$ cat src/rtl/mxalu_pkg.sv
// mxalu_pkg: opcodes, 181 decode, flag bit positions and FSM states
package mxalu_pkg;
    localparam logic [3:0] OP_ADD   = 4'd0;
    localparam logic [3:0] OP_SUB   = 4'd1;
    localparam logic [3:0] OP_AND   = 4'd2;
    localparam logic [3:0] OP_OR    = 4'd3;
    localparam logic [3:0] OP_XOR   = 4'd4;
    localparam logic [3:0] OP_NOTA  = 4'd5;
    localparam logic [3:0] OP_PASSA = 4'd6;
    localparam logic [3:0] OP_PASSB = 4'd7;
    localparam logic [3:0] OP_INC   = 4'd8;
    localparam logic [3:0] OP_DEC   = 4'd9;
    localparam logic [3:0] OP_ADC   = 4'd10;
    localparam logic [3:0] OP_SBB   = 4'd11;
    localparam logic [3:0] OP_CMP   = 4'd12;
    localparam logic [3:0] OP_ZERO  = 4'd13;
    localparam logic [3:0] OP_ONES  = 4'd14;
    localparam logic [3:0] OP_NAND  = 4'd15;
    localparam int FZ = 0;
    localparam int FC = 1;
    localparam int FE = 2;
    localparam int FN = 3;
    localparam int FH = 4;
    typedef enum logic [1:0] {IDLE, RUN, DONE} state_t;
    typedef struct packed {
        logic [3:0] s;
        logic       m;
        logic       cn_n;
    } dec_t;
    // c is the persisted carry flag; ADC/SBB feed it in as active-low carry
    function automatic dec_t decode(input logic [3:0] op, input logic c);
        case (op)
            OP_ADD:   decode = {4'b1001, 1'b0, 1'b1};
            OP_SUB:   decode = {4'b0110, 1'b0, 1'b0};
            OP_AND:   decode = {4'b1011, 1'b1, 1'b1};
            OP_OR:    decode = {4'b1110, 1'b1, 1'b1};
            OP_XOR:   decode = {4'b0110, 1'b1, 1'b1};
            OP_NOTA:  decode = {4'b0000, 1'b1, 1'b1};
            OP_PASSA: decode = {4'b1111, 1'b1, 1'b1};
            OP_PASSB: decode = {4'b1010, 1'b1, 1'b1};
            OP_INC:   decode = {4'b0000, 1'b0, 1'b0};
            OP_DEC:   decode = {4'b1111, 1'b0, 1'b1};
            OP_ADC:   decode = {4'b1001, 1'b0, ~c};
            OP_SBB:   decode = {4'b0110, 1'b0, ~c};
            OP_CMP:   decode = {4'b0110, 1'b0, 1'b0};
            OP_ZERO:  decode = {4'b0011, 1'b1, 1'b1};
            OP_ONES:  decode = {4'b1100, 1'b1, 1'b1};
            default:  decode = {4'b0100, 1'b1, 1'b1};
        endcase
    endfunction
endpackage

$ cat src/rtl/mxalu_slice4.sv
// mxalu_slice4: combinational 74181-style 4-bit slice, active-high data
module mxalu_slice4 (
    input  logic [3:0] a,
    input  logic [3:0] b,
    input  logic [3:0] s,
    input  logic       m,
    input  logic       cn_n,
    output logic [3:0] f,
    output logic       cn4_n
);
    logic [3:0] w_t1;
    logic [3:0] w_t2;
    logic [4:0] w_sum;
    assign w_t1  = a | (b & {4{s[0]}}) | (~b & {4{s[1]}});
    assign w_t2  = (a & ~b & {4{s[2]}}) | (a & b & {4{s[3]}});
    assign w_sum = {1'b0, w_t1} + {1'b0, w_t2} + {4'b0, ~cn_n};
    assign f     = m ? ~(w_t1 ^ w_t2) : w_sum[3:0];
    assign cn4_n = m | ~w_sum[4];
endmodule

$ cat src/rtl/mxalu_seq.sv
// mxalu_seq: multi-cycle ALU running one 181 slice per cycle, carry rippled through a register
module mxalu_seq
    import mxalu_pkg::*;
#(
    parameter int DATA_W = 16
) (
    input  logic              clk,
    input  logic              rst_n,
    input  logic              cs_n,
    input  logic [3:0]        opcode,
    input  logic [DATA_W-1:0] a,
    input  logic [DATA_W-1:0] b,
    input  logic              in_valid,
    output logic              in_ready,
    output logic [DATA_W-1:0] f,
    output logic [4:0]        flags,
    output logic              out_valid,
    input  logic              out_ready,
    output logic              busy
);
    localparam int SLICE_W = 4;
    localparam int NSLICE  = DATA_W / SLICE_W;
    localparam int CNT_W   = NSLICE > 1 ? $clog2(NSLICE) : 1;
    state_t            r_state;
    dec_t              r_dec;
    dec_t              w_dec;
    logic [DATA_W-1:0] r_a;
    logic [DATA_W-1:0] r_b;
    logic [DATA_W-1:0] r_acc;
    logic [DATA_W-1:0] w_res;
    logic [CNT_W-1:0]  r_cnt;
    logic              r_cy;
    logic              r_h;
    logic              r_cmp;
    logic              w_last;
    logic              w_h;
    logic              w_cn4_n;
    logic [SLICE_W-1:0] w_f;
    assign in_ready  = r_state == IDLE && !cs_n;
    assign busy      = r_state != IDLE;
    assign out_valid = r_state == DONE;
    assign w_dec     = decode(opcode, flags[FC]);
    assign w_last    = r_cnt == CNT_W'(NSLICE - 1);
    assign w_h       = r_cnt == '0 ? ~w_cn4_n : r_h;
    // full result including the slice being computed this cycle, for the flags
    always_comb begin
        w_res = r_acc;
        w_res[SLICE_W*r_cnt +: SLICE_W] = w_f;
    end
    mxalu_slice4 u_slice (
        .a     (r_a[SLICE_W*r_cnt +: SLICE_W]),
        .b     (r_b[SLICE_W*r_cnt +: SLICE_W]),
        .s     (r_dec.s),
        .m     (r_dec.m),
        .cn_n  (r_cy),
        .f     (w_f),
        .cn4_n (w_cn4_n)
    );
    always_ff @(posedge clk) begin
        if (!rst_n) begin
            r_state <= IDLE;
            r_cnt   <= '0;
            r_acc   <= '0;
            r_a     <= '0;
            r_b     <= '0;
            r_dec   <= '0;
            r_cy    <= 1'b1;
            r_h     <= 1'b0;
            r_cmp   <= 1'b0;
            f       <= '0;
            flags   <= '0;
        end else begin
            case (r_state)
                IDLE: if (in_valid && in_ready) begin
                    r_a     <= a;
                    r_b     <= b;
                    r_dec   <= w_dec;
                    r_cy    <= w_dec.cn_n;
                    r_cmp   <= opcode == OP_CMP;
                    r_cnt   <= '0;
                    r_state <= RUN;
                end
                RUN: begin
                    r_acc[SLICE_W*r_cnt +: SLICE_W] <= w_f;
                    if (!r_cmp) f[SLICE_W*r_cnt +: SLICE_W] <= w_f;
                    r_cy  <= w_cn4_n;
                    r_h   <= w_h;
                    r_cnt <= r_cnt + 1'b1;
                    if (w_last) begin
                        r_state   <= DONE;
                        flags[FZ] <= w_res == '0;
                        flags[FE] <= r_a == r_b;
                        flags[FN] <= w_res[DATA_W-1];
                        flags[FC] <= r_dec.m ? flags[FC] : ~w_cn4_n;
                        flags[FH] <= !r_dec.m && w_h;
                    end
                end
                DONE: if (out_ready) r_state <= IDLE;
                default: r_state <= IDLE;
            endcase
        end
    end
endmodule
$ cat config.mk
export PLATFORM = sky130hd
export DESIGN_NAME = mxalu_seq
export DESIGN_NICKNAME = d
export VERILOG_FILES = /design/src/rtl/mxalu_pkg.sv /design/src/rtl/mxalu_slice4.sv /design/src/rtl/mxalu_seq.sv
export SDC_FILE = /design/constraint.sdc
export NUM_CORES = 1
export LEC_CHECK = 0
export BUFFER_PORTS_ARGS = -buffer_cell sky130_fd_sc_hd__buf_2
export CAP_MARGIN = 20
export CORE_ASPECT_RATIO = 1.4
export CORE_MARGIN = 2
export CORE_UTILIZATION = 35
export CTS_BUF_LIST = sky130_fd_sc_hd__clkbuf_8
export DETAILED_ROUTE_END_ITERATION = 12
export PLACE_DENSITY = 0.6
export SKIP_LAST_GASP = 1
export SYNTH_ARGS = -nofsm -noshare
export SYNTH_HDL_FRONTEND = slang
export SYNTH_SLANG_ARGS = --single-unit
$ cat constraint.sdc
create_clock -name clk -period 3.8 [get_ports clk]
set_input_delay 1.14 -clock clk [delete_from_list [all_inputs] [get_ports clk]]
set_output_delay 1.14 -clock clk [all_outputs]
set_load 0.01 [all_outputs]
==> impl_metrics.env <==
export IMPL_setup_viol=0
export IMPL_portBuffers=64
export IMPL_syn_cell_area_sq_um=4310
export IMPL_fin_total_pwr_mw=1.80
export IMPL_antenna_found_initial=0
export IMPL_dp_cells=703
export IMPL_cts_path_max_buffers=2
export IMPL_utilization=0.402
export IMPL_layout_drive_gt1_share=0.165
export IMPL_crit_path_end_kind="flop"
export IMPL_firstDrtPassIters=5
export IMPL_dieArea_sq_um=13200
export IMPL_crit_arrival_ns=3.50
export IMPL_initial_core_util=0.354
export IMPL_rsz0062_at_grt="no"
export IMPL_cts_setup_buffers=0
export IMPL_gp_congestion=0.890
export IMPL_timing_final_crit_share=0.854
export IMPL_wl_um=10300
export IMPL_io_pins=65
export IMPL_cts_hold_buf=0
export IMPL_diodes=0
export IMPL_chipHeight_um=135
export IMPL_period_minus_slack_ns=3.24
export IMPL_synth_warning_count=0
export IMPL_core_area_sq_um=12200
export IMPL_slew_headroom=0.460
export IMPL_leakagePower_nw=1.95
export IMPL_seqCellArea_sq_um=1620
export IMPL_tns_ns=0
export IMPL_met1_length_um=4270
export IMPL_regToRegSetupSlack_ns=0.56
export IMPL_crit_required_ns=4.05
export IMPL_report_final_hold_viol_count=0
export IMPL_synth_avg_cell_area_sq_um=8.34
export IMPL_grt_max_degree=54
export IMPL_ctsResizeCount=0
export IMPL_final_common_cell="nand2_1"
export IMPL_skew_ns=0.00929
export IMPL_chipWidth_um=97.8
export IMPL_clockRootBuffer="clkbuf_8"
export IMPL_r2r_end="flags[0]$_SDFFE_PN0P_"
export IMPL_drc=0
export IMPL_syn_num_nets=570
export IMPL_cts_sinks=81
export IMPL_powerDensity_nw_per_um2=367
export IMPL_final_antenna_net_count=0
export IMPL_route_met3_wl_um=322
export IMPL_final_cell_mix="106 x nand2_1, 81 x dfxtp_1, 64 x buf_2, 34 x nand3_1, 33 x a21oi_1"
export IMPL_grt_ovfl_total=0
export IMPL_grt_pass1_vias=3687
export IMPL_final_cell_count_no_fill=718
export IMPL_clk_pin_slew_ns=0.08
export IMPL_multi_input_area_sq_um=2480
export IMPL_tritoncts="done"
export IMPL_cp_max_fo=4
export IMPL_yosysTopAreaCell="dfxtp_1"
export IMPL_drt_iter0_drc=141
export IMPL_ys_seq_area_frac=0.376
export IMPL_r2r_start="r_cnt[0]$_SDFFE_PN0P_"
export IMPL_nets=617
export IMPL_area_growth_pct=13.6
export IMPL_r2r_cells=10
export IMPL_track_usage=0.163
export IMPL_grt_first_pass_wirelength_um=17300
export IMPL_hp_start="f[5]$_SDFFE_PN0P_"
export IMPL_maxSlewViolCount=0
export IMPL_critical_path_class="reg -> reg"
export IMPL_synthCells=517
export IMPL_maxCapViolCount=0
export IMPL_synth_area_leaders="dfxtp_1 38%, nand2_1 9.2%, a21boi_0 5.6%"
export IMPL_cts_buffers=9
export IMPL_dr_max_layer_used="met4"
export IMPL_worstMarginPinSlew_ns=0.811
export IMPL_setup_worst_path_end="flags[0]$_SDFFE_PN0P_"
export IMPL_route_vias_total=3678
export IMPL_outcome="finished clean"
export IMPL_dpl_hpwl_um=7790
export IMPL_synth_distinct_cells=52
export IMPL_insertion_delay_ns=0.36
export IMPL_wl_met2_um=5450
export IMPL_nFillCells=1272
export IMPL_start_kind="flop"
export IMPL_fmax_mhz=308
export IMPL_hold_path_class="reg -> reg"
export IMPL_yosys_area_top_type_share=0.376
export IMPL_rows=48
export IMPL_cts_max_level=3
export IMPL_crit_start="r_cnt[0]$_SDFFE_PN0P_"
export IMPL_ir_drop_uv=150
export IMPL_routedWlPerCell_um=14.4
export IMPL_vias_per_cell=5.12
export IMPL_synth_seq_cells=81
worst max-delay path, cell delays in order, from the launching register on:
cell and delay (ns):
dfxtp_1 0.35, mux4_1 0.61, mux2i_1 0.14, nand2b_1 0.19, fa_1 0.48, fa_1 0.46
mux2_2 0.33, nor2_1 0.17, a221oi_1 0.11, o211ai_1 0.21, o21ai_1 0.08
routing by layer:
layer,vias to the layer above,GRT usage
met4,0,0.0872
met3,17,0.0325
met5,-,0
li1,1884,-
met2,72,0.297
met1,1705,0.177
cells by family (layout without fill, tap and decap cells):
| kind of cell | count (synthesis) | count (layout) | share of synthesized area |
|---|---|---|---|
| simple gates | 232 | 232 | 0.262 |
| flops | 81 | 81 | 0.376 |
| fa+ha+maj | 12 | 12 | 0.0383 |
| mux | 16 | 16 | 0.0679 |
| xor+xnor | 18 | 18 | 0.0383 |
| buf+inv | 45 | 96 | 0.0479 |
| compound gates | 113 | 113 | 0.169 |
how the worst min path moves through the flow:
stage                                    to  slack [ns]  depth (start not counted)
after floorplan            r_h$_SDFFE_PN0P_        0.43                          2
after global placement     r_h$_SDFFE_PN0P_        0.44                          2
after detailed placement  f[6]$_SDFFE_PN0P_        0.45                          2
after CTS                 f[6]$_SDFFE_PN0P_        0.46                          2
after global routing      f[6]$_SDFFE_PN0P_        0.48                          2
final                     f[5]$_SDFFE_PN0P_        0.45                          2
metrics by stage:
| step | hold slack, ns | cell area [sq um] | worst slack (ns) |
|---|---|---|---|
| after floorplan | 0.430 | 4310 | 0.566 |
| after global placement | 0.435 | 4700 | 0.622 |
| after detailed placement | 0.446 | 4700 | 0.548 |
| after CTS | 0.457 | 4900 | 0.529 |
| after global routing | 0.483 | 4900 | 0.330 |
| final | 0.453 | 4900 | 0.555 |
area by class of cell:
type	count	area share
inverters	11	0.00945
multi-input cells	391	0.507
repair buffers	70	0.0746
clock buffers	11	0.0309
clock inverters	4	0.00894
flip-flops and latches	81	0.331
well taps	150	0.0383
power breakdown:
group | internal (mW) | leakage, nW | switching (mW) | total, mW
Clock | 0.331 | 0.106 | 0.294 | 0.625
Sequential | 0.874 | 0.657 | 0.0274 | 0.901
Combinational | 0.113 | 1.19 | 0.158 | 0.271
Total | 1.32 | 1.95 | 0.479 | 1.80
registers in the layout, summed over array words and instances (netlist names), 2 cells and up:
register and cells:
r_acc 16, r_a 16, r_b 16, r_state 2, f 16, flags 5
r_dec 5, r_cnt 2
Yosys cell counts, drive strengths merged:
master  number
a221oi       1
a211oi       2
o41ai        1
xor2        16
o21ai       19
nor3b        3
xnor2        2
a21boi      45
nand2      106
buf          9
nand4        8
and2         2
a311oi       2
a211o        2
a221o        1
o211ai       2
mux2         2
clkbuf      25
or2          1
mux2i        6
ha          10
and3         2
inv         11
nor2        16
dfxtp       81
mux4         8
nor4         8
nor3        10
or3b         1
nand3b       4
o21a         2
o22ai        1
o31a         1
and2b        1
nor2b       18
a21oi       33
and3b        2
o31ai        1
or3          6
fa           2
nand3       34
nand2b      10
Power figures use the tool's default switching activity.
